**src/rtl/change_dispenser.sv**
```systemverilog
// Change payout controller: pays an amount as dime-then-nickel ejects to a coin hopper.
// Optional ack timeout is built only when CHANGE_TIMEOUT_EN is defined.
module change_dispenser #(
    parameter int AMT_W       = 5,
    parameter int CNT_W       = 4,
    parameter int INIT_NICKEL = 4,
    parameter int INIT_DIME   = 4,
    parameter int GAP_CYCLES  = 2,
    parameter int ACK_TIMEOUT = 64
) (
    input  logic             clk,
    input  logic             reset,
    input  logic             req_valid,
    input  logic [AMT_W-1:0] req_amount,
    output logic             req_ready,
    output logic             eject_nickel,
    output logic             eject_dime,
    input  logic             hopper_ack,
    input  logic             load_nickel,
    input  logic             load_dime,
    output logic [CNT_W-1:0] nickel_count,
    output logic [CNT_W-1:0] dime_count,
    output logic [AMT_W-1:0] remaining,
    output logic             busy,
    output logic             pay_done,
    output logic             pay_short,
    output logic             pay_fault
);

    typedef enum logic [2:0] {
        IDLE,
        SELECT,
        EJECT_D,
        EJECT_N,
        GAP,
        FINISH
    } state_t;

    localparam logic [CNT_W-1:0] CNT_MAX  = '1;
    localparam logic [AMT_W-1:0] TEN      = AMT_W'(10);
    localparam logic [AMT_W-1:0] FIVE     = AMT_W'(5);
    localparam int               GAP_W    = (GAP_CYCLES > 1) ? $clog2(GAP_CYCLES) : 1;
    localparam logic [GAP_W-1:0] GAP_LAST = GAP_W'((GAP_CYCLES > 0) ? GAP_CYCLES - 1 : 0);

    state_t           state;
    logic [GAP_W-1:0] gap_cnt;
    logic             ack_d;
    logic             ack_n;
    logic [CNT_W-1:0] dime_next;
    logic [CNT_W-1:0] nickel_next;

`ifdef CHANGE_TIMEOUT_EN
    localparam int              TO_W    = (ACK_TIMEOUT > 1) ? $clog2(ACK_TIMEOUT) : 1;
    localparam logic [TO_W-1:0] TO_LAST = TO_W'(ACK_TIMEOUT - 1);
    logic [TO_W-1:0] to_cnt;
    logic            timed_out;
    assign timed_out = (to_cnt == TO_LAST);
`else
    assign pay_fault = 1'b0;
`endif

    assign req_ready = (state == IDLE);
    assign busy      = (state != IDLE);
    assign ack_d     = (state == EJECT_D) && hopper_ack;
    assign ack_n     = (state == EJECT_N) && hopper_ack;

    // Saturating restock first, then the coin taken; at max a load+take yields max-1.
    always_comb begin
        dime_next = dime_count;
        if (load_dime && (dime_count != CNT_MAX)) begin
            dime_next = dime_count + 1'b1;
        end
        if (ack_d) begin
            dime_next = dime_next - 1'b1;
        end
    end

    always_comb begin
        nickel_next = nickel_count;
        if (load_nickel && (nickel_count != CNT_MAX)) begin
            nickel_next = nickel_count + 1'b1;
        end
        if (ack_n) begin
            nickel_next = nickel_next - 1'b1;
        end
    end

    always_ff @(posedge clk or posedge reset) begin
        if (reset) begin
            state        <= IDLE;
            gap_cnt      <= '0;
            eject_nickel <= 1'b0;
            eject_dime   <= 1'b0;
            pay_done     <= 1'b0;
            pay_short    <= 1'b0;
            remaining    <= '0;
            nickel_count <= CNT_W'(INIT_NICKEL);
            dime_count   <= CNT_W'(INIT_DIME);
`ifdef CHANGE_TIMEOUT_EN
            to_cnt       <= '0;
            pay_fault    <= 1'b0;
`endif
        end else begin
            nickel_count <= nickel_next;
            dime_count   <= dime_next;
            pay_done     <= 1'b0;
            pay_short    <= 1'b0;
`ifdef CHANGE_TIMEOUT_EN
            pay_fault    <= 1'b0;
`endif
            case (state)
                IDLE: begin
                    if (req_valid) begin
                        remaining <= req_amount;
                        state     <= SELECT;
                    end
                end
                SELECT: begin
`ifdef CHANGE_TIMEOUT_EN
                    to_cnt <= '0;
`endif
                    if ((remaining >= TEN) && (dime_count != '0)) begin
                        eject_dime <= 1'b1;
                        state      <= EJECT_D;
                    end else if ((remaining >= FIVE) && (nickel_count != '0)) begin
                        eject_nickel <= 1'b1;
                        state        <= EJECT_N;
                    end else begin
                        pay_done  <= 1'b1;
                        pay_short <= (remaining != '0);
                        state     <= FINISH;
                    end
                end
                EJECT_D, EJECT_N: begin
                    if (hopper_ack) begin
                        eject_dime   <= 1'b0;
                        eject_nickel <= 1'b0;
                        remaining    <= remaining - ((state == EJECT_D) ? TEN : FIVE);
                        if (GAP_CYCLES == 0) begin
                            state <= SELECT;
                        end else begin
                            gap_cnt <= GAP_LAST;
                            state   <= GAP;
                        end
`ifdef CHANGE_TIMEOUT_EN
                    end else if (timed_out) begin
                        eject_dime   <= 1'b0;
                        eject_nickel <= 1'b0;
                        pay_done     <= 1'b1;
                        pay_short    <= 1'b1;
                        pay_fault    <= 1'b1;
                        state        <= FINISH;
                    end else begin
                        to_cnt <= to_cnt + 1'b1;
`endif
                    end
                end
                GAP: begin
                    if (gap_cnt == '0) begin
                        state <= SELECT;
                    end else begin
                        gap_cnt <= gap_cnt - 1'b1;
                    end
                end
                FINISH: begin
                    state <= IDLE;
                end
                default: begin
                    state <= IDLE;
                end
            endcase
        end
    end

endmodule

```
**config.mk**
```make
export PLATFORM = sky130hd
export DESIGN_NAME = change_dispenser
export DESIGN_NICKNAME = d
export VERILOG_FILES = /design/src/rtl/change_dispenser.sv
export SDC_FILE = /design/constraint.sdc
export NUM_CORES = 1
export LEC_CHECK = 0
export ABC_AREA = 1
export CAP_MARGIN = 15
export CELL_PAD_IN_SITES_DETAIL_PLACEMENT = 2
export CELL_PAD_IN_SITES_GLOBAL_PLACEMENT = 2
export CORE_UTILIZATION = 26
export CTS_BUF_LIST = sky130_fd_sc_hd__clkbuf_4
export CTS_CLUSTER_DIAMETER = 80
export CTS_CLUSTER_SIZE = 8
export DETAILED_ROUTE_END_ITERATION = 16
export GPL_TIMING_DRIVEN = 0
export HOLD_SLACK_MARGIN = 0.12
export PLACE_DENSITY_LB_ADDON = 0.1
export SETUP_SLACK_MARGIN = 0.15
export SYNTH_ARGS = -nofsm -noshare
export SYNTH_HDL_FRONTEND = slang
export SYNTH_SLANG_ARGS = --single-unit
```
**constraint.sdc**
```tcl
create_clock -name clk -period 2 [get_ports clk]
set_input_delay 0.4 -clock clk [delete_from_list [all_inputs] [get_ports clk]]
set_output_delay 0.4 -clock clk [all_outputs]
set_load 0.02 [all_outputs]
```
==> out/results.txt <==
In the final layout, the share of cells above drive strength 1 is 19.11%. Wires add up to 4447 um. The number of iterations in the first detailed-routing pass came out at 4.

The die boundary width is 78.06 um. The headroom to the max-slew limit was 40.98%; the routability congestion estimate from global placement was 0.7145. The core region is 5540 sq um. In the synthesized netlist, mux cells make up 0% of the area.

Hold is met by 491.0 ps. For the maximum number of buffers from clock root to sink, the log shows 2. The count of mapped cells out of synthesis was 207.

The wire length of the first global-routing pass is 7472 um. TritonCTS built the clock tree. By startpoint and endpoint, the worst setup path is classified as reg -> reg. After the first detailed-routing iteration, the DRC count stood at 43.

The total nets after synthesis was 229; the final design utilization was 35.89%. The delay contributed by the slowest stage of the critical path was 450 ps. The tools report the number of top-level design ports as 31. The detail-routed via count per cell came out at 4.654.

Of all nets on the critical path, the largest fanout is 3. For flop-to-flop paths, the worst setup slack is 190 ps. Leaving out fill and tap cells, the most frequent cell in the layout is sky130_fd_sc_hd__nand2_1.

The total global routing track utilization was 15.63%. The layout has 682 filler cells. The flow ran to the end, and the final reports show no timing, DRC or antenna violations. The worst setup path is captured at a register. In this design, the largest share of critical-path delay is due to adder cells. STA classifies the critical path startpoint as a register. The floorplan step defined a die boundary enclosing 6093 sq um. The logs give 308 for the total instance count after detailed placement and 0 for the total of endpoints with negative setup slack in the final report. For hold timing, the worst endpoint is gap_cnt.

The run gives 552.0 MHz as the timing-limited maximum frequency. After synthesis the netlist holds a flip-flop and latch count of 21. Across the run, the number of max-cap violations was 0. The net switching component of the power is 0.001742 W.

The number of slew-limit violations in the final report was 0. Counting I/O delays and the setup requirement, the final critical path takes 1812 ps. Number of distinct library cell variants in the gate-level netlist after synthesis: 28.

The tree is rooted in a sky130_fd_sc_hd__clkbuf_4. The count of cells along the worst register-to-register path works out to 10. For the via count of the first global-routing pass, the log shows 1503. The worst hold path belongs to the class reg -> reg. The worst hold path was traced through 2 stages.

The number of antenna violations at the first check in global routing came out at 0. The cell occurring most often along the worst timing path was sky130_fd_sc_hd__inv_2. Before CTS, the worst setup slack after placement is -108.1 ps.

The run gives 27 as the number of rows created at floorplan. At the pin with the least slew margin, the transition time is 884.4 ps. For the final database, setup skew stands at 7.026 ps.

The synthesized netlist devotes 2.912% of its cell area to XOR and XNOR gates. For the vias after detailed routing, the log shows 1480. Yosys printed 0 warnings.

The clock drives 21 sinks. The power density relative to cell area was 1698 nW/um^2. The number of port buffers is 29. Traced cell by cell, the critical path runs through nand2_4 > nor2_4 > inv_2 > ha_2 > inv_2 > fa_2 > xnor2_2 > nand2_1 > o211ai_1 > o21ai_1.

The die is 78.06 um tall. The fraction of the mapped netlist area in compound gates came out at 8.403%. The effective utilization at floorplan is 27.15%, and the part of the total power dissipated in combinational logic is 66.8%. The post-route DRC violation count is 0, and the internal power consumption is 0.001634 W. The synthesis-to-finish area growth came out at 32.20%.

Entering global routing, the biggest net connects 22 pins. The tools report the source of the worst register-to-register timing path as state[1]. The depth of the CTS H-tree is 1, and the routed length per instance is 13.98 um. In this run switching power makes up 51.60% of total power. The tools report the antenna diode count as 0. The tools report the terminus of the critical flop-to-flop path as remaining[2].

Of the synthesized area, sequential elements account for 35.11%. The total half-perimeter wirelength after legalization and detailed placement is 3389 um, and the total clock buffers created by CTS is 3. For the worst supply voltage drop on vdd, the log shows 0.7775 mV. The final count of hold timing violations came out at 0. In the post-route analysis, the smallest setup slack over all paths is 188.4 ps.

The mean instance size in the synthesized netlist was 7.265 sq um. Of the total power, registers draw 26.4%. The synthesized netlist devotes 9.651% of its cell area to adder and majority cells.

Largest family of logic cells by synthesized area: simple AND/OR/NAND/NOR gates. The leakage power figure is 1.049 nW, and the share of total power in the clock network is 6.9%. The run gives 0 ps as the sum of negative setup slack.

The finished layout holds 318 standard cells, fillers aside. The final layout contains 269 nets. Clock latency on the worst-skew pair, taken at its later pin, is 310 ps. Dividing the final minimum period by the clock period gives 90.58%.

Of the total synthesized cell area, the portion taken by AND, OR, NAND and NOR gates is 33.53%. Data on the critical path is required at its endpoint by 2210 ps. The register clock-pin slew on the reported worst setup and hold paths came out at 130 ps.

The largest individual stage delay along the critical path comes from the cell sky130_fd_sc_hd__dfrtp_1. The number of buffers and inverters on the critical path is 2. After clock tree synthesis, the flow added hold-fix buffers numbering 0.

Setup repair after global routing could not meet its margin everywhere. For this run the aggregate overflow at the end of global routing stands at 0. The critical path data arrival time was 2020 ps. The tools report the netlist area before placement as 1504 sq um.

In this run the remaining antenna-violating nets after routing total 0. The origin of the worst min-delay path is gap_cnt. In the layout the commonest cells are sky130_fd_sc_hd__nand2_1, sky130_fd_sc_hd__inv_1, sky130_fd_sc_hd__nand3_1.
-- through the flow --
step | total power (W) | cell area [sq um]
4_1_cts | 0.003376 | 1954
3_3_place_gp | 0.003015 | 1887
2_1_floorplan | 0.002281 | 1506
5_1_grt | 0.003762 | 1988
3_5_place_dp | 0.003070 | 1887
6_report | 0.003376 | 1988
-- routing by layer --
layer	vias up	routed length [um]	track usage [%]
met5	-	0	0
met4	0	24	2.778
met3	2	81	2.791
met2	15	2256	27.02
met1	731	2085	20.46
li1	732	-	-
-- power groups by stage --
stage,Clock (W),Sequential [W],Combinational [W]
floorplan,0,0.00104,0.00124
global route,0.000263,0.000933,0.00257
CTS,0.000249,0.000890,0.00224
detailed placement,0,0.000918,0.00215
global placement,0,0.000916,0.00210
finish,0.000232,0.000890,0.00225
-- area by class of cell --
cell class	instances	area, sq um	share of cell area, %
Sequential cell	21	536.8	27.00
Multi-Input combinational cell	147	845.8	42.54
Tap cell	72	90.09	4.531
Inverter	38	145.1	7.300
Buffer	1	7.507	0.3776
Timing Repair Buffer	35	332.8	16.74
Clock buffer	4	30.03	1.510
-- state kept, by name (all words and copies together) (netlist names) --
name and count:
state 3, pay_short 1, remaining 5, eject_nickel 1
pay_done 1, gap_cnt 1, nickel_count 4, eject_dime 1
dime_count 4
-- cells by family (layout without fill, tap and decap cells) --
| logic type | count (synthesis) | after routing |
|---|---|---|
| adders and majority gates | 11 | 11 |
| xor gates and xnor gates | 5 | 5 |
| AOI/OAI and AO/OA | 22 | 22 |
| and+or+nand+nor | 108 | 108 |
| DFF | 21 | 21 |
| other | 1 | 1 |
| buffers and inverters | 39 | 78 |
-- what timing repair did --
| item | 4_1_cts | 5_1_grt |
|---|---|---|
| setup buffers | 4 | 2 |
| resized for setup | 14 | 15 |
| setup endpoints to repair | 11 | 15 |
| hold endpoints to repair | 0 | 0 |
| pin swaps | 1 | 3 |
-- worst max path at each step --
stage,start,endpoint,slack (ps),cells past startpoint
final,state[1],remaining[2],190,10
after global routing,dime_count[0],dime_count[1],120,7
after CTS,state[0],req_ready,150,4
after detailed placement,state[2],remaining[2],-110,11
after global placement,state[2],remaining[2],-60,11
after floorplan,state[2],remaining[2],180,11
-- synthesized netlist by cell type (all sizes together) --
cell type | number | area (sq um)
nand4 | 4 | 25.02
o211ai | 2 | 15.01
ha | 10 | 125.1
conb | 1 | 3.750
nor3 | 1 | 10.01
o21ai | 11 | 55.05
a31oi | 2 | 12.51
inv | 38 | 145.2
nand3 | 25 | 125.1
nand2 | 62 | 257.7
nor2 | 16 | 86.34
buf | 1 | 7.510
fa | 1 | 20.02
dfrtp | 19 | 475.5
o22ai | 1 | 6.260
xor2 | 4 | 35.03
dfstp | 2 | 52.55
a21oi | 6 | 37.54
xnor2 | 1 | 8.760
-- tightest hold or removal path, cell delays in order (launching register included) --
cell,delay [ps]
sky130_fd_sc_hd__dfrtp_1,370
sky130_fd_sc_hd__nand2_1,60
sky130_fd_sc_hd__nand2_1,50
Note: power is estimated with default switching activity, not from simulation.
